===== src/rtl/pran_ctrl_pkg.sv =====
// Shared control encodings for the PRAN RV32I multicycle core: opcodes,
// main FSM state codes, and the mux/ALUOp encodings that the ALU decoder
// and datapath agree on.
package pran_ctrl_pkg;

   // Opcodes, Instr[6:0]
   localparam logic [6:0] OP_LOAD   = 7'b0000011;
   localparam logic [6:0] OP_STORE  = 7'b0100011;
   localparam logic [6:0] OP_RTYPE  = 7'b0110011;
   localparam logic [6:0] OP_ITYPE  = 7'b0010011;
   localparam logic [6:0] OP_BRANCH = 7'b1100011;
   localparam logic [6:0] OP_JAL    = 7'b1101111;
   localparam logic [6:0] OP_JALR   = 7'b1100111;
   localparam logic [6:0] OP_LUI    = 7'b0110111;
   localparam logic [6:0] OP_AUIPC  = 7'b0010111;

   // ALUOp
   localparam logic [1:0] ALUOP_ADD   = 2'b00;
   localparam logic [1:0] ALUOP_SUB   = 2'b01;
   localparam logic [1:0] ALUOP_FUNCT = 2'b10;

   // ALUSrcA
   localparam logic [1:0] SRCA_PC    = 2'b00;
   localparam logic [1:0] SRCA_OLDPC = 2'b01;
   localparam logic [1:0] SRCA_RD1   = 2'b10;
   localparam logic [1:0] SRCA_ZERO  = 2'b11;

   // ALUSrcB
   localparam logic [1:0] SRCB_RD2  = 2'b00;
   localparam logic [1:0] SRCB_IMM  = 2'b01;
   localparam logic [1:0] SRCB_FOUR = 2'b10;

   // ResultSrc
   localparam logic [1:0] RES_ALUOUT = 2'b00;
   localparam logic [1:0] RES_DATA   = 2'b01;
   localparam logic [1:0] RES_ALURES = 2'b10;

   typedef enum logic [3:0] {
      S_FETCH    = 4'd0,
      S_DECODE   = 4'd1,
      S_MEMADR   = 4'd2,
      S_MEMREAD  = 4'd3,
      S_MEMWB    = 4'd4,
      S_MEMWRITE = 4'd5,
      S_EXECUTER = 4'd6,
      S_EXECUTEI = 4'd7,
      S_ALUWB    = 4'd8,
      S_BRANCH   = 4'd9,
      S_JAL      = 4'd10,
      S_JALRADR  = 4'd11,
      S_LUI      = 4'd12,
      S_AUIPC    = 4'd13
   } state_t;

   // Ungated control word; FETCH's IRWrite/PCUpdate still need MemReady.
   typedef struct packed {
      logic       pc_update;
      logic       branch;
      logic       reg_write;
      logic       mem_write;
      logic       ir_write;
      logic       adr_src;
      logic [1:0] result_src;
      logic [1:0] alu_src_a;
      logic [1:0] alu_src_b;
      logic [1:0] alu_op;
   } ctrl_t;

endpackage


===== src/rtl/main_fsm_outputs.sv =====
// Combinational state -> control-word decode for main_fsm.
// Optional: PRAN_UPPER_IMM_EN adds the LUI and AUIPC states.
import pran_ctrl_pkg::*;

module main_fsm_outputs (
   input  state_t i_state,
   output ctrl_t  o_ctrl
);

   // Decode control word; anything not set stays 0.
   always_comb begin
      o_ctrl = '0;
      case (i_state)
         S_FETCH: begin
            o_ctrl.ir_write   = 1'b1;
            o_ctrl.pc_update  = 1'b1;
            o_ctrl.alu_src_a  = SRCA_PC;
            o_ctrl.alu_src_b  = SRCB_FOUR;
            o_ctrl.alu_op     = ALUOP_ADD;
            o_ctrl.result_src = RES_ALURES;
         end
         S_DECODE: begin
            o_ctrl.alu_src_a = SRCA_OLDPC;
            o_ctrl.alu_src_b = SRCB_IMM;
         end
         S_MEMADR, S_JALRADR: begin
            o_ctrl.alu_src_a = SRCA_RD1;
            o_ctrl.alu_src_b = SRCB_IMM;
         end
         S_MEMREAD: begin
            o_ctrl.adr_src    = 1'b1;
            o_ctrl.result_src = RES_ALUOUT;
         end
         S_MEMWB: begin
            o_ctrl.result_src = RES_DATA;
            o_ctrl.reg_write  = 1'b1;
         end
         S_MEMWRITE: begin
            o_ctrl.adr_src    = 1'b1;
            o_ctrl.result_src = RES_ALUOUT;
            o_ctrl.mem_write  = 1'b1;
         end
         S_EXECUTER: begin
            o_ctrl.alu_src_a = SRCA_RD1;
            o_ctrl.alu_src_b = SRCB_RD2;
            o_ctrl.alu_op    = ALUOP_FUNCT;
         end
         S_EXECUTEI: begin
            o_ctrl.alu_src_a = SRCA_RD1;
            o_ctrl.alu_src_b = SRCB_IMM;
            o_ctrl.alu_op    = ALUOP_FUNCT;
         end
         S_ALUWB: begin
            o_ctrl.result_src = RES_ALUOUT;
            o_ctrl.reg_write  = 1'b1;
         end
         S_BRANCH: begin
            o_ctrl.alu_src_a  = SRCA_RD1;
            o_ctrl.alu_src_b  = SRCB_RD2;
            o_ctrl.alu_op     = ALUOP_SUB;
            o_ctrl.result_src = RES_ALUOUT;
            o_ctrl.branch     = 1'b1;
         end
         // PC loads the target held in ALUOut while ALU forms OldPC+4 for rd.
         S_JAL: begin
            o_ctrl.alu_src_a  = SRCA_OLDPC;
            o_ctrl.alu_src_b  = SRCB_FOUR;
            o_ctrl.result_src = RES_ALUOUT;
            o_ctrl.pc_update  = 1'b1;
         end
`ifdef PRAN_UPPER_IMM_EN
         S_LUI: begin
            o_ctrl.alu_src_a = SRCA_ZERO;
            o_ctrl.alu_src_b = SRCB_IMM;
         end
         S_AUIPC: begin
            o_ctrl.alu_src_a = SRCA_OLDPC;
            o_ctrl.alu_src_b = SRCB_IMM;
         end
`endif
         default: o_ctrl = '0;
      endcase
   end

endmodule


===== src/rtl/main_fsm.sv =====
// Multicycle main control FSM for the PRAN RV32I core.
// Holds the state register, next-state logic and MemReady gating; control
// word decode lives in main_fsm_outputs.
// Optional: PRAN_UPPER_IMM_EN makes DECODE accept LUI and AUIPC.
import pran_ctrl_pkg::*;

module main_fsm (
   input  logic       clk,
   input  logic       reset,
   input  logic [6:0] op,
   input  logic       MemReady,
   output logic       PCUpdate,
   output logic       Branch,
   output logic       RegWrite,
   output logic       MemWrite,
   output logic       IRWrite,
   output logic       AdrSrc,
   output logic [1:0] ResultSrc,
   output logic [1:0] ALUSrcA,
   output logic [1:0] ALUSrcB,
   output logic [1:0] ALUOp,
   output logic       IllegalOp
);

   state_t r_state;
   state_t w_decode_nxt;
   logic   w_illegal;
   logic   w_fetch;
   ctrl_t  w_ctrl;

   main_fsm_outputs u_outputs (
      .i_state (r_state),
      .o_ctrl  (w_ctrl)
   );

   // Opcode dispatch out of DECODE; unknown opcodes bounce back to FETCH.
   always_comb begin
      w_decode_nxt = S_FETCH;
      w_illegal    = 1'b0;
      case (op)
         OP_LOAD, OP_STORE: w_decode_nxt = S_MEMADR;
         OP_RTYPE:          w_decode_nxt = S_EXECUTER;
         OP_ITYPE:          w_decode_nxt = S_EXECUTEI;
         OP_BRANCH:         w_decode_nxt = S_BRANCH;
         OP_JAL:            w_decode_nxt = S_JAL;
         OP_JALR:           w_decode_nxt = S_JALRADR;
`ifdef PRAN_UPPER_IMM_EN
         OP_LUI:            w_decode_nxt = S_LUI;
         OP_AUIPC:          w_decode_nxt = S_AUIPC;
`endif
         default:           w_illegal    = 1'b1;
      endcase
   end

   // State register; reset overrides every transition, stalls included.
   always_ff @(posedge clk) begin
      if (reset) begin
         r_state <= S_FETCH;
      end else begin
         case (r_state)
            S_FETCH:    if (MemReady) r_state <= S_DECODE;
            S_DECODE:   r_state <= w_decode_nxt;
            S_MEMADR:   r_state <= op[5] ? S_MEMWRITE : S_MEMREAD;
            S_MEMREAD:  if (MemReady) r_state <= S_MEMWB;
            S_MEMWB:    r_state <= S_FETCH;
            S_MEMWRITE: if (MemReady) r_state <= S_FETCH;
            S_EXECUTER: r_state <= S_ALUWB;
            S_EXECUTEI: r_state <= S_ALUWB;
            S_ALUWB:    r_state <= S_FETCH;
            S_BRANCH:   r_state <= S_FETCH;
            S_JALRADR:  r_state <= S_JAL;
            S_JAL:      r_state <= S_ALUWB;
            S_LUI:      r_state <= S_ALUWB;
            S_AUIPC:    r_state <= S_ALUWB;
            default:    r_state <= S_FETCH;
         endcase
      end
   end

   // FETCH only commits the instruction once memory has returned it.
   assign w_fetch   = (r_state == S_FETCH);
   assign IRWrite   = w_ctrl.ir_write & MemReady;
   assign PCUpdate  = w_ctrl.pc_update & (~w_fetch | MemReady);
   assign Branch    = w_ctrl.branch;
   assign RegWrite  = w_ctrl.reg_write;
   assign MemWrite  = w_ctrl.mem_write;
   assign AdrSrc    = w_ctrl.adr_src;
   assign ResultSrc = w_ctrl.result_src;
   assign ALUSrcA   = w_ctrl.alu_src_a;
   assign ALUSrcB   = w_ctrl.alu_src_b;
   assign ALUOp     = w_ctrl.alu_op;
   assign IllegalOp = (r_state == S_DECODE) & w_illegal;

endmodule

===== config.mk =====
export PLATFORM = sky130hd
export DESIGN_NAME = main_fsm
export DESIGN_NICKNAME = d
export VERILOG_FILES = /design/src/rtl/pran_ctrl_pkg.sv /design/src/rtl/main_fsm_outputs.sv /design/src/rtl/main_fsm.sv
export SDC_FILE = /design/constraint.sdc
export NUM_CORES = 1
export LEC_CHECK = 0
export ABC_AREA = 0
export CAP_MARGIN = 15
export CELL_PAD_IN_SITES_DETAIL_PLACEMENT = 1
export CELL_PAD_IN_SITES_GLOBAL_PLACEMENT = 2
export CORE_UTILIZATION = 20
export CTS_CLUSTER_DIAMETER = 120
export DETAILED_ROUTE_END_ITERATION = 10
export PLACE_DENSITY = 0.87
export SYNTH_ARGS = -nofsm -noshare
export SYNTH_HDL_FRONTEND = slang
export SYNTH_SLANG_ARGS = --single-unit

===== constraint.sdc =====
create_clock -name clk -period 1.8 [get_ports clk]
set_clock_uncertainty 0.05 [all_clocks]
set_input_delay 0.36 -clock clk [delete_from_list [all_inputs] [get_ports clk]]
set_output_delay 0.36 -clock clk [all_outputs]
set_load 0.02 [all_outputs]

==> summary.md, run 1 <==
| Metric | Value |
|---|---|
| DRT Pass-1 Iters | 4 |
| Failing checks | setup timing |
| CTS max path bufs | 2 |
| Tmin final | 1.85 ns |
| Synth unique cells | 37 |
| Initial core utilization | 21.7% |
| Syn Nets | 91 |
| Vias | 807 |
| Most frequent cells in the layout | 35 x buf_4, 9 x nor2_1, 7 x a21oi_1, 6 x clkdlybuf4s50_1, 6 x buf_2 |
| Multi-input logic area | 469 um^2 |
| Design Area, Final | 0.00106 mm^2 |
| Biggest regs | r_state x4 |
| Number of instances in the placed design | 151 |
| Achievable Freq | 539 MHz |
| First-pass GRT wire length | 3330 um |
| # diodes | 0 |
| Leakage | 0.495 nW |
| Drt initial violations | 3 |
| RR Startpoint | r_state[2]$_SDFFE_PP0P_ |
| Routed WL per cell | 13.3 um |
| Die height | 54.6 um |
| Post-Synthesis Cells | 81 |
| Worst-path clk slew | 0.04 ns |
| Hold crit path type | input port to register |
| GRT overflow | 0 |
| Sequential cell area | 85.1 um^2 |
| Mapped Area | 553 um^2 |
| HPWL Detailed | 1620 um |
| Final WS setup | -0.0543 ns |
| Clock Root Buffer | clkbuf_4 |
| Tcrit/Tclk final | 103% |
| Slew Limit Fails | 0 |
| Unrepaired setup endpoints after global routing | true |
| HP Start | op[5] |
| # H-tree levels | 1 |
| Synth Area per Inst | 6.83 um^2 |
| DRT antenna net count | 0 |
| Register-to-Register Path Depth | 5 |
| Vias in the first global route | 784 |
| Number of flip-flops in the largest register | 4 |
| R2R Path End | r_state[0]$_SDFFE_PP0P_ |
| Req. time, crit path | 1.39 ns |
| Critical path fanouts, max | 2 |
| # rows | 18 |
| Top reg by flops | r_state |
| Largest net degree at the start of global routing | 20 |
| Setup tns final | -0.0543 ns |
| Ports | 25 |
| Gpl congestion | 0.827 |
| Initial antenna violation count | 0 |
| CTS tree | built |
| Status | finished with violations |
| Post-Route WL | 2150 um |
| Horiz. Die Dim | 54.6 um |
| R2R Setup Slk | 0.19 ns |
| Startpoint types | register |
| Core Region | 0.00254 mm^2 |
| Synth-to-Final Area Change | 91.9% |
| Buffers on Ports | 24 |
| Vias per inst | 5.01 |
| CTS Buf Count | 3 |
| Final setup viols | 1 |
| Seq/Total Area, Yosys | 14.5% |
| Fill count | 337 |
| Crit Path Category | register to output port |
| Seq cells post-synth | 4 |
| Fin. Hold Viols | 0 |
| Power per cell area | 346 mW/mm^2 |
| Share of cells above drive strength 1 | 48.1% |
| TritonCTS Sinks | 4 |
| Residual DRC | 0 |
| Fin cells | 161 |
| WP data arrival | 1.44 ns |
| Worst hold stages | 5 |
| Final core utilization | 41.7% |
| Nets | 143 |
| Max-Slew Margin vs Limit | 74.7% |
| GRT Overall Usage | 15.5% |
| Area of placed instances | 987 um^2 |
| Hold endpoint | r_state[0]$_SDFFE_PP0P_ |
| Crit end category | output port |
| Max Cap Viol | 0 |
| Worst vdd ir | 0.288 mV |
| Commonest non-fill, non-tap cell in the layout | buf_4 |
| Worst-Skew Late Latency | 0.24 ns |
| Synth warnings | 0 |
| Slew @ Worst Pin | 0.375 ns |
| Die ar. | 0.00298 mm^2 |
| Min Hold Slack | 0.598 ns |
==> worst max-delay path by stage <==
stage / end / slack, ns / from / cells after the start
finish: IllegalOp / -0.05 / r_state[2]$_SDFFE_PP0P_ / 3
global route: IllegalOp / -0.09 / r_state[3]$_SDFFE_PP0P_ / 3
CTS: IllegalOp / -0.05 / r_state[3]$_SDFFE_PP0P_ / 3
detailed placement: IllegalOp / -0.64 / op[4] / 5
global placement: IllegalOp / -0.63 / op[4] / 5
floorplan: IRWrite / -0.09 / r_state[0]$_SDFFE_PP0P_ / 4
==> area by class of cell <==
cell class / count / share of cell area, %
repair buffers: 56 / 41.3
flip-flops and latches: 4 / 8.02
clock buffers: 3 / 2.12
inverters: 2 / 0.825
multi-input cells: 66 / 44.2
well taps: 30 / 3.54
==> metal layers <==
layer / up-vias / share of wire, % / track usage (%)
li1: 405 / - / -
met1: 378 / 42 / 17.3
met2: 24 / 52 / 30.1
met3: 0 / 5.5 / 2.50
met4: 0 / 0 / 2.56
met5: - / 0 / 0
==> logic make-up after synthesis <==
kind of cell	share of synthesized area, %
buffers and inverters	10.2
and+or+nand+nor	40.0
AOI/OAI and AO/OA	26.7
DFF	14.5
xor gates and xnor gates	4.75
muxes	3.85
==> metrics by stage <==
stage               total power, mW  setup slack, ns
finish                        0.367          -0.0543
global route                  0.390          -0.0905
CTS                           0.367          -0.0524
detailed placement            0.250           -0.635
global placement              0.246           -0.627
floorplan                     0.159          -0.0886
==> worst max-delay path, cell delays in order, from the launching register on <==
cell	delay, ns
dfxtp_1	0.32
or4b_4	0.55
a41oi_2	0.17
buf_4	0.16
==> cell usage after synthesis <==
cell / number / area share, %
nand3_1: 2 / 1.8
mux2i_1: 1 / 1.8
o22ai_1: 2 / 2.3
nand2b_1: 5 / 5.7
a22oi_1: 2 / 2.7
mux2_2: 1 / 2.0
buf_4: 1 / 1.4
and3_1: 2 / 2.3
a41oi_1: 1 / 1.6
o21bai_1: 1 / 1.4
nand2_1: 4 / 2.7
buf_6: 1 / 2.0
dfxtp_1: 4 / 14
nor4_1: 2 / 2.3
o21ai_0: 2 / 1.8
inv_1: 1 / 0.68
o32a_1: 1 / 1.8
a21oi_1: 7 / 6.3
nor3_2: 1 / 1.8
or3_1: 1 / 1.1
and3b_1: 1 / 1.6
o311ai_0: 1 / 1.6
clkinv_1: 1 / 0.68
and2_1: 1 / 1.1
buf_2: 3 / 2.7
a211oi_2: 1 / 2.3
nor4b_1: 3 / 4.8
clkbuf_1: 4 / 2.7
o32ai_1: 1 / 1.6
nor2_1: 9 / 6.1
a211oi_1: 1 / 1.4
o21ai_1: 1 / 0.90
or4b_4: 1 / 2.5
xnor2_1: 1 / 1.6
xor2_1: 2 / 3.2
nor3_1: 7 / 6.3
a31oi_1: 1 / 1.1
==> where the power goes <==
part	switching (mW)	internal [mW]	leakage (nW)
Clock	0.0420	0.0749	0.0138
Sequential	0.00155	0.0897	0.0338
Combinational	0.0754	0.0832	0.448
Total	0.119	0.248	0.495
==> timing repair <==
item                                   CTS  global route
hold buffers                             0             0
pin swaps                                1             2
resized for setup                       63            18
endpoints found under the hold margin    0             0
setup endpoints to repair               15            14
buffers inserted                         1             6
Note: power is estimated with default switching activity, not from simulation.
==> inputs of run 2 (changes only) <==
Settings changed: GPL_TIMING_DRIVEN set to 0.
==> run 2 against run 1 <==
Compared with the run above:
- the run still ends with setup timing left
- register-to-register slack lost 0.06 ns
- non-clock buffer count down 18
- clock power down 8%
- fmax rose by 0.25%
- utilization down 4.2 points
==> summary.md, run 2 (synthesis gave the netlist of run 1 again) <==
| Metric | Value |
|---|---|
| Achievable Freq | 541 MHz |
| Min Hold Slack | 0.631 ns |
| Commonest non-fill, non-tap cell in the layout | buf_4 |
| Slowest-stage cell, CP | or4b_4 |
| GRT overflow | 0 |
| Ports | 25 |
| Share of cells above drive strength 1 | 44.2% |
| HP Start | MemReady |
| Worst-Skew Late Latency | 0.23 ns |
| CP Cell Sequence | or4b_4, a41oi_2, buf_4 |
| Req. time, crit path | 1.39 ns |
| RR Startpoint | r_state[3]$_SDFFE_PP0P_ |
| Final core utilization | 37.5% |
| CTS Hold Buffers Added | 0 |
| Top cell family by delay on the critical path | simple AND/OR/NAND/NOR gates |
| Hold crit path type | input port to register |
| Die ar. | 0.00298 mm^2 |
| # diodes | 0 |
| Status | finished with violations |
| Vias per inst | 5.14 |
| Vias in the first global route | 729 |
| Horiz. Die Dim | 54.6 um |
| DRT Pass-1 Iters | 4 |
| Slew Limit Fails | 0 |
| Tmin final | 1.85 ns |
| CTS Buf Count | 3 |
| # rows | 18 |
| Die height | 54.6 um |
| Worst vdd ir | 0.253 mV |
| Failing checks | setup timing |
| Number of instances in the placed design | 135 |
| CTS tree | built |
| Crit end category | output port |
| Fin cells | 143 |
| R2R Path End | r_state[0]$_SDFFE_PP0P_ |
| Slew @ Worst Pin | 0.345 ns |
| Crit Path Category | register to output port |
| R2R Setup Slk | 0.13 ns |
| Residual DRC | 0 |
| Gpl congestion | 0.805 |
| # H-tree levels | 1 |
| Drt initial violations | 7 |
| CTS max path bufs | 2 |
| Largest net degree at the start of global routing | 11 |
| Worst hold stages | 4 |
| Number of flip-flops in the largest register | 4 |
| Clock Root Buffer | clkbuf_4 |
| Startpoint types | register |
| Unrepaired setup endpoints after global routing | true |
| GRT Overall Usage | 14.6% |
| HPWL Detailed | 1360 um |
| First-pass GRT wire length | 3220 um |
| Most frequent cells in the layout | 12 x buf_4, 8 x nor2_1, 7 x a21oi_1, 7 x buf_2 |
| Leakage | 0.394 nW |
| WP data arrival | 1.44 ns |
| Worst path max stage delay | 0.51 ns |
| Fin. Hold Viols | 0 |
| Tcrit/Tclk final | 103% |
| Top reg by flops | r_state |
| DRT antenna net count | 0 |
| Routed WL per cell | 13.7 um |
| Initial antenna violation count | 0 |
| Pre-CTS setup slack | -0.716 ns |
| Design Area, Final | 953 um^2 |
| Biggest regs | r_state x4 |
| Post-Route WL | 1960 um |
| Power per cell area | 354 mW/mm^2 |
| Nets | 125 |
| Final WS setup | -0.0496 ns |
| Worst-path clk slew | 0.04 ns |
| Critical path fanouts, max | 7 |
| TritonCTS Sinks | 4 |
| Max-Slew Margin vs Limit | 76.7% |
| Vias | 735 |
| Initial core utilization | 21.7% |
| Hold endpoint | r_state[0]$_SDFFE_PP0P_ |
| Max Cap Viol | 0 |
| Buffers on Ports | 24 |
| Final setup viols | 2 |
| Synth-to-Final Area Change | 72.4% |
| Register-to-Register Path Depth | 5 |
| Area of placed instances | 848 um^2 |
| Core Region | 0.00254 mm^2 |
| Worst path bufs/invs | 1 |
run 2: changes by cell type in the layout (fill, tap and decap cells not counted), moves of 2 or more:
cell / change
buf_6: +4
dlygate4sd2_1: +2
dlymetal6s2s_1: -2
buf_4: -23
run 2: what timing repair did:
item | CTS | global route
pin swaps | 3 | 2
cloned | 0 | 0
endpoints found under the setup margin | 15 | 14
endpoints found under the hold margin | 0 | 0
resized for setup | 91 | 17
buffers inserted | 5 | 2
run 2: layer usage:
metal  wire [um]  up-vias  global-route usage [%]
li1            -      365                       -
met1         933      348                    18.5
met5           0        -                       0
met4           0        0                    2.56
met2         918       22                    26.3
met3         105        0                    1.67
run 2: how the worst max path moves through the flow:
| stage | startpoint | to | depth (start not counted) |
|---|---|---|---|
| 5_1_grt | r_state[3]$_SDFFE_PP0P_ | IllegalOp | 3 |
| 3_5_place_dp | op[6] | IllegalOp | 5 |
| 2_1_floorplan | r_state[0]$_SDFFE_PP0P_ | IRWrite | 4 |
| 3_3_place_gp | MemReady | PCUpdate | 6 |
| 6_report | r_state[3]$_SDFFE_PP0P_ | IllegalOp | 3 |
| 4_1_cts | r_state[0]$_SDFFE_PP0P_ | IllegalOp | 4 |
run 2: final cells by class:
type / instances / area, um^2
sequential: 4 / 86.3
buffer: 7 / 73.8
clock buffer: 3 / 22.5
multi-input combinational: 66 / 484
timing repair buffer: 31 / 236
inverter: 2 / 12.5
tap: 30 / 37.5
fill: 317 / 1590
run 2: tightest hold or removal path, cell delays in order:
cell,delay [ns]
clkbuf_2,0.17
nor4_1,0.07
a21oi_1,0.16
a211oi_2,0.09
run 2: per-stage QoR:
stage	total power [mW]	setup TNS, ns
finish	0.337	-0.0576
global route	0.362	-0.317
CTS	0.345	-0.113
detailed placement	0.222	-5.75
global placement	0.221	-5.58
floorplan	0.159	-0.0886
run 2: power by group:
part	switching [mW]	internal, mW	leakage, nW	total [mW]
Clock	0.0339	0.0744	0.0138	0.108
Combinational	0.0698	0.0661	0.346	0.136
Sequential	0.00313	0.0901	0.0341	0.0932
Total	0.107	0.231	0.394	0.337
==> inputs of run 3 (changes only) <==
Settings changed: GPL_TIMING_DRIVEN 0 to unset.
==> results of run 3 <==
Same layout as run 1: the final DEF is identical, and so are final timing and power.
